**src/rtl/pc_sequencer.sv**
```systemverilog
// Multi-cycle control sequencer: owns the PC and instruction register and
// walks each instruction through FETCH, DECODE, EXEC, MEM and WB.
module pc_sequencer #(
  parameter int unsigned          ADDR_WIDTH = 32,
  parameter int unsigned          INSN_WIDTH = 32,
  parameter logic [ADDR_WIDTH-1:0] RESET_PC  = '0
) (
  input  logic                  clk,
  input  logic                  rst,
  input  logic                  halt,
  output logic                  imemReq,
  output logic [ADDR_WIDTH-1:0] imemAddr,
  input  logic                  imemAck,
  input  logic [INSN_WIDTH-1:0] imemData,
  output logic [INSN_WIDTH-1:0] insn,
  input  logic                  isMem,
  input  logic                  isStore,
  input  logic                  wbNeeded,
  output logic                  dmemReq,
  output logic                  dmemWe,
  input  logic                  dmemAck,
  output logic [ADDR_WIDTH-1:0] brPcIn,
  input  logic [ADDR_WIDTH-1:0] brPcOut,
  output logic [ADDR_WIDTH-1:0] pc,
  output logic                  regWrEn,
  output logic                  retired,
  output logic [2:0]            state
);

  typedef enum logic [2:0] {
    IDLE   = 3'd0,
    FETCH  = 3'd1,
    DECODE = 3'd2,
    EXEC   = 3'd3,
    MEM    = 3'd4,
    WB     = 3'd5
  } state_t;

  state_t                r_state;
  state_t                w_next;
  logic                  w_retire;
  logic                  r_retired;
  logic [ADDR_WIDTH-1:0] r_pc;
  logic [INSN_WIDTH-1:0] r_insn;

  always_ff @(posedge clk or negedge rst) begin
    if (!rst) begin
      r_state   <= IDLE;
      r_pc      <= RESET_PC;
      r_insn    <= '0;
      r_retired <= 1'b0;
    end else begin
      r_state   <= w_next;
      r_retired <= w_retire;
      if (r_state == FETCH && imemAck)
        r_insn <= imemData;
      if (r_state == EXEC)
        r_pc <= brPcOut;
    end
  end

  // Every path that ends an instruction also checks halt, so halt only
  // ever parks the core between instructions.
  always_comb begin
    w_next   = r_state;
    w_retire = 1'b0;
    case (r_state)
      IDLE:   if (!halt) w_next = FETCH;
      FETCH:  if (imemAck) w_next = DECODE;
      DECODE: w_next = EXEC;
      EXEC: begin
        if (isMem)
          w_next = MEM;
        else if (wbNeeded)
          w_next = WB;
        else begin
          w_next   = halt ? IDLE : FETCH;
          w_retire = 1'b1;
        end
      end
      MEM: begin
        if (dmemAck) begin
          if (wbNeeded && !isStore)
            w_next = WB;
          else begin
            w_next   = halt ? IDLE : FETCH;
            w_retire = 1'b1;
          end
        end
      end
      WB: begin
        w_next   = halt ? IDLE : FETCH;
        w_retire = 1'b1;
      end
      default: w_next = IDLE;
    endcase
  end

  always_comb begin
    imemReq = 1'b0;
    dmemReq = 1'b0;
    dmemWe  = 1'b0;
    regWrEn = 1'b0;
    case (r_state)
      FETCH: imemReq = 1'b1;
      MEM: begin
        dmemReq = 1'b1;
        dmemWe  = isStore;
      end
      WB:    regWrEn = 1'b1;
      default: ;
    endcase
  end

  assign imemAddr = r_pc;
  assign brPcIn   = r_pc;
  assign pc       = r_pc;
  assign insn     = r_insn;
  assign retired  = r_retired;
  assign state    = r_state;

endmodule

```
**config.mk**
```make
export PLATFORM = sky130hd
export DESIGN_NAME = pc_sequencer
export DESIGN_NICKNAME = d
export VERILOG_FILES = /design/src/rtl/pc_sequencer.sv
export SDC_FILE = /design/constraint.sdc
export NUM_CORES = 1
export LEC_CHECK = 0
export BUFFER_PORTS_ARGS = -buffer_cell sky130_fd_sc_hd__clkbuf_2
export CORE_MARGIN = 2
export CORE_UTILIZATION = 39
export DETAILED_ROUTE_END_ITERATION = 12
export GPL_TIMING_DRIVEN = 1
export HOLD_SLACK_MARGIN = 0.03
export PLACE_DENSITY = 0.77
export REMOVE_ABC_BUFFERS = 1
export SKIP_LAST_GASP = 1
export SLEW_MARGIN = 40
export SYNTH_ARGS = -nofsm -noshare
export SYNTH_HDL_FRONTEND = slang
export SYNTH_SLANG_ARGS = --single-unit
```
**constraint.sdc**
```tcl
create_clock -name clk -period 1.35 [get_ports clk]
set_input_delay 0.27 -clock clk [delete_from_list [all_inputs] [get_ports clk]]
set_output_delay 0.27 -clock clk [all_outputs]
set_load 0.02 [all_outputs]
```
==> results.toml <==
[clock_network]
cts_tree = "yes"
root_buffer = "clkbuf_8"
clock_path_buffers = 2
htreeDepth = 3
clock_sinks = 68
clk_latency_ps = 330
cts_buffers = 9
clkTransAtPathRegs_ps = 80

[layout]
antenna_cells = 0
layout_commonest_cell = "clkbuf_2"
fill_cells = 712
mostFrequentLayoutCells = "200 x clkbuf_2, 68 x dfrtp_1, 40 x mux2_4"
area_delta_synth_final_pct = 36.0
utilization_pct = 55.5
drive_gt1_share_pct = 78.7
nets = 480

[power]
ir_drop_mv = 1.45
p_leak_uw = 0.00248
total_power_uw = 14100
power_density_nw_per_um2 = 3070

[sta]
layout_setup_ws_ps = -266
skew_ps = 7.05
slew_viol_final = 0
hold_slack_ps = 161
tightest_slew_ps = 365
max_slew_margin_pct = 75.6
timing.fmax_mhz = 619
rsz0062_at_grt = "true"
setup_viol = 69
hold_violations = 0
tns_ps = -14050
period_share_pct = 120
period_minus_slack_ps = 1620

[drt]
wl_met2_um = 4420
wl_per_cell_um = 15.7
drtPass1Iterations = 4
drt_iter0_drc = 66
met3_length_um = 454
wl_met1_um = 3180
drc = 0
vias_per_cell = 4.47
antenna_left = 0
top_layer_used = "met4"
num_vias = 2313
wl_um = 8130

[floorplan]
initial_core_util_pct = 40.8
rows = 33
die_w_um = 97.2
design.die.area_um2 = 9450
design.core.area_um2 = 8300
die_h_um = 97.2
io_pins = 208

[worst_setup_path]
critical_path.top_delay_family = "simple AND/OR/NAND/NOR gates"
required_ps = 1560
r2r-end = "insn[21]$_DFFE_PN0P_"
worst_setup_path_end_kind = "flop"
setup.worst_path.class = "reg -> reg"
slowest_stage = "dfrtp_1"
path_max_fanout = 7
cp_num_buf_inv = 2
regToRegStartpoint = "state[2]$_DFFE_PN0P_"
start_kind = "flop"
crit_chain = "buf_4 -> nor3b_2 -> and2_4 -> clkbuf_16 -> mux2_4"
rrSetupSlack_ps = -270
critPathMaxStageDelay_ps = 410
arrival_ps = 1830
reg2regPathDepth = 5

[logic_synthesis]
synth.yosys.warnings = 0
synth_area_um2 = 3390
async_reset_ff_share_pct = 100
ys.flop_type = "dfrtp_1"
synth_cells = 234
synth_area_per_cell_um2 = 14.5
synth-seq-area-share_pct = 50.2
synth_seq_cells = 68
synth.distinct_cells = 28
synth_edf_count = 0

[placement]
portBuffers = 207
dp_hpwl_um = 5510
dp_slack_ps = -87.0
gp_congestion = 0.738

[grt]
grt_start_max_net_pins = 69
grt_pass1_wl_um = 12700
grt-ovfl-total = 0
track_usage_pct = 16.7
grt_antenna_before_repair = 0
grt_pass1_vias = 2374

[status]
violations = "negative setup slack"
outcome = "finished, violations left"

[hold_path]
min_path_cells = 2
hp-class = "in -> reg"
hp-start = "imemData[20]"
hold_path_end = "insn[20]$_DFFE_PN0P_"

[job]
drv_cap = 0
[report_power, final]
| part | switching [uW] | internal [uW] | total (uW) |
|---|---|---|---|
| clock network | 790 | 843 | 1630 |
| registers | 859 | 3100 | 3960 |
| logic | 4630 | 3910 | 8540 |
[stage by stage]
stage | area [um2] | instances
final | 4610 | 518
after global routing | 4610 | 518
after CTS | 4480 | 512
after detailed placement | 4080 | 486
after global placement | 4080 | 486
after floorplan | 2770 | 160
[cells by family after synthesis]
| logic type | after synthesis | synth area share [%] |
|---|---|---|
| compound gates | 6 | 1.15 |
| buf+inv | 74 | 18.2 |
| flops | 68 | 50.2 |
| mux | 65 | 26.0 |
| simple gates | 21 | 4.36 |
[synthesized netlist by cell type, types with 2 or more instances]
cell type / instances / area share [%]
buf_4: 65 / 14
o21ai_0: 2 / 0.30
nor2_1: 3 / 0.33
nand2b_1: 2 / 0.37
buf_6: 4 / 1.3
mux2_2: 25 / 8.3
buf_12: 4 / 2.4
dfrtp_1: 68 / 50
nor3b_1: 2 / 0.44
nand2_1: 2 / 0.22
mux2_4: 40 / 18
[worst max path at each step]
stage,start,endpoint,slack [ps],cells after the start
floorplan,state[0]$_DFFE_PN0P_,insn[0]$_DFFE_PN0P_,-700,3
global placement,state[1]$_DFFE_PN0P_,insn[7]$_DFFE_PN0P_,-60,4
detailed placement,state[0]$_DFFE_PN0P_,insn[15]$_DFFE_PN0P_,-90,4
CTS,state[0]$_DFFE_PN0P_,dmemWe,-260,4
global route,state[2]$_DFFE_PN0P_,imemReq,-320,4
finish,state[2]$_DFFE_PN0P_,insn[21]$_DFFE_PN0P_,-270,5
[layer usage]
metal / global-route usage (%) / up-vias
met5: 0 / -
met4: 5.42 / 0
met3: 3.96 / 4
met2: 29.7 / 100
met1: 20.0 / 1139
li1: - / 1070
[final cells by class]
class,count,area (um2),share of cell area (%)
timing repair buffer,237,1480,32.1
multi-input combinational,92,1100,23.9
tap,105,131,2.85
clock buffer,9,124,2.69
sequential,68,1700,36.9
clock inverter,7,67.6,1.47
[sequential cells by signal, summed over array words and instances (netlist names)]
register / cells
brPcIn: 32
insn: 32
state: 3
retired: 1
[worst reg2reg max path, delay by kind of cell (launching register included)]
family | cells | cell delay, ps
and+or+nand+nor | 2 | 460
DFF | 1 | 410
buffers and inverters | 2 | 340
muxes | 1 | 290
[what timing repair did]
action	in CTS	in global routing
hold endpoints to repair	68	0
pin swaps	4	6
resized for setup	20	17
gates cloned	2	2
buffers inserted	7	5
endpoints found under the setup margin	50	71
hold buffers	1	0
(Power assumes the default switching activity.)
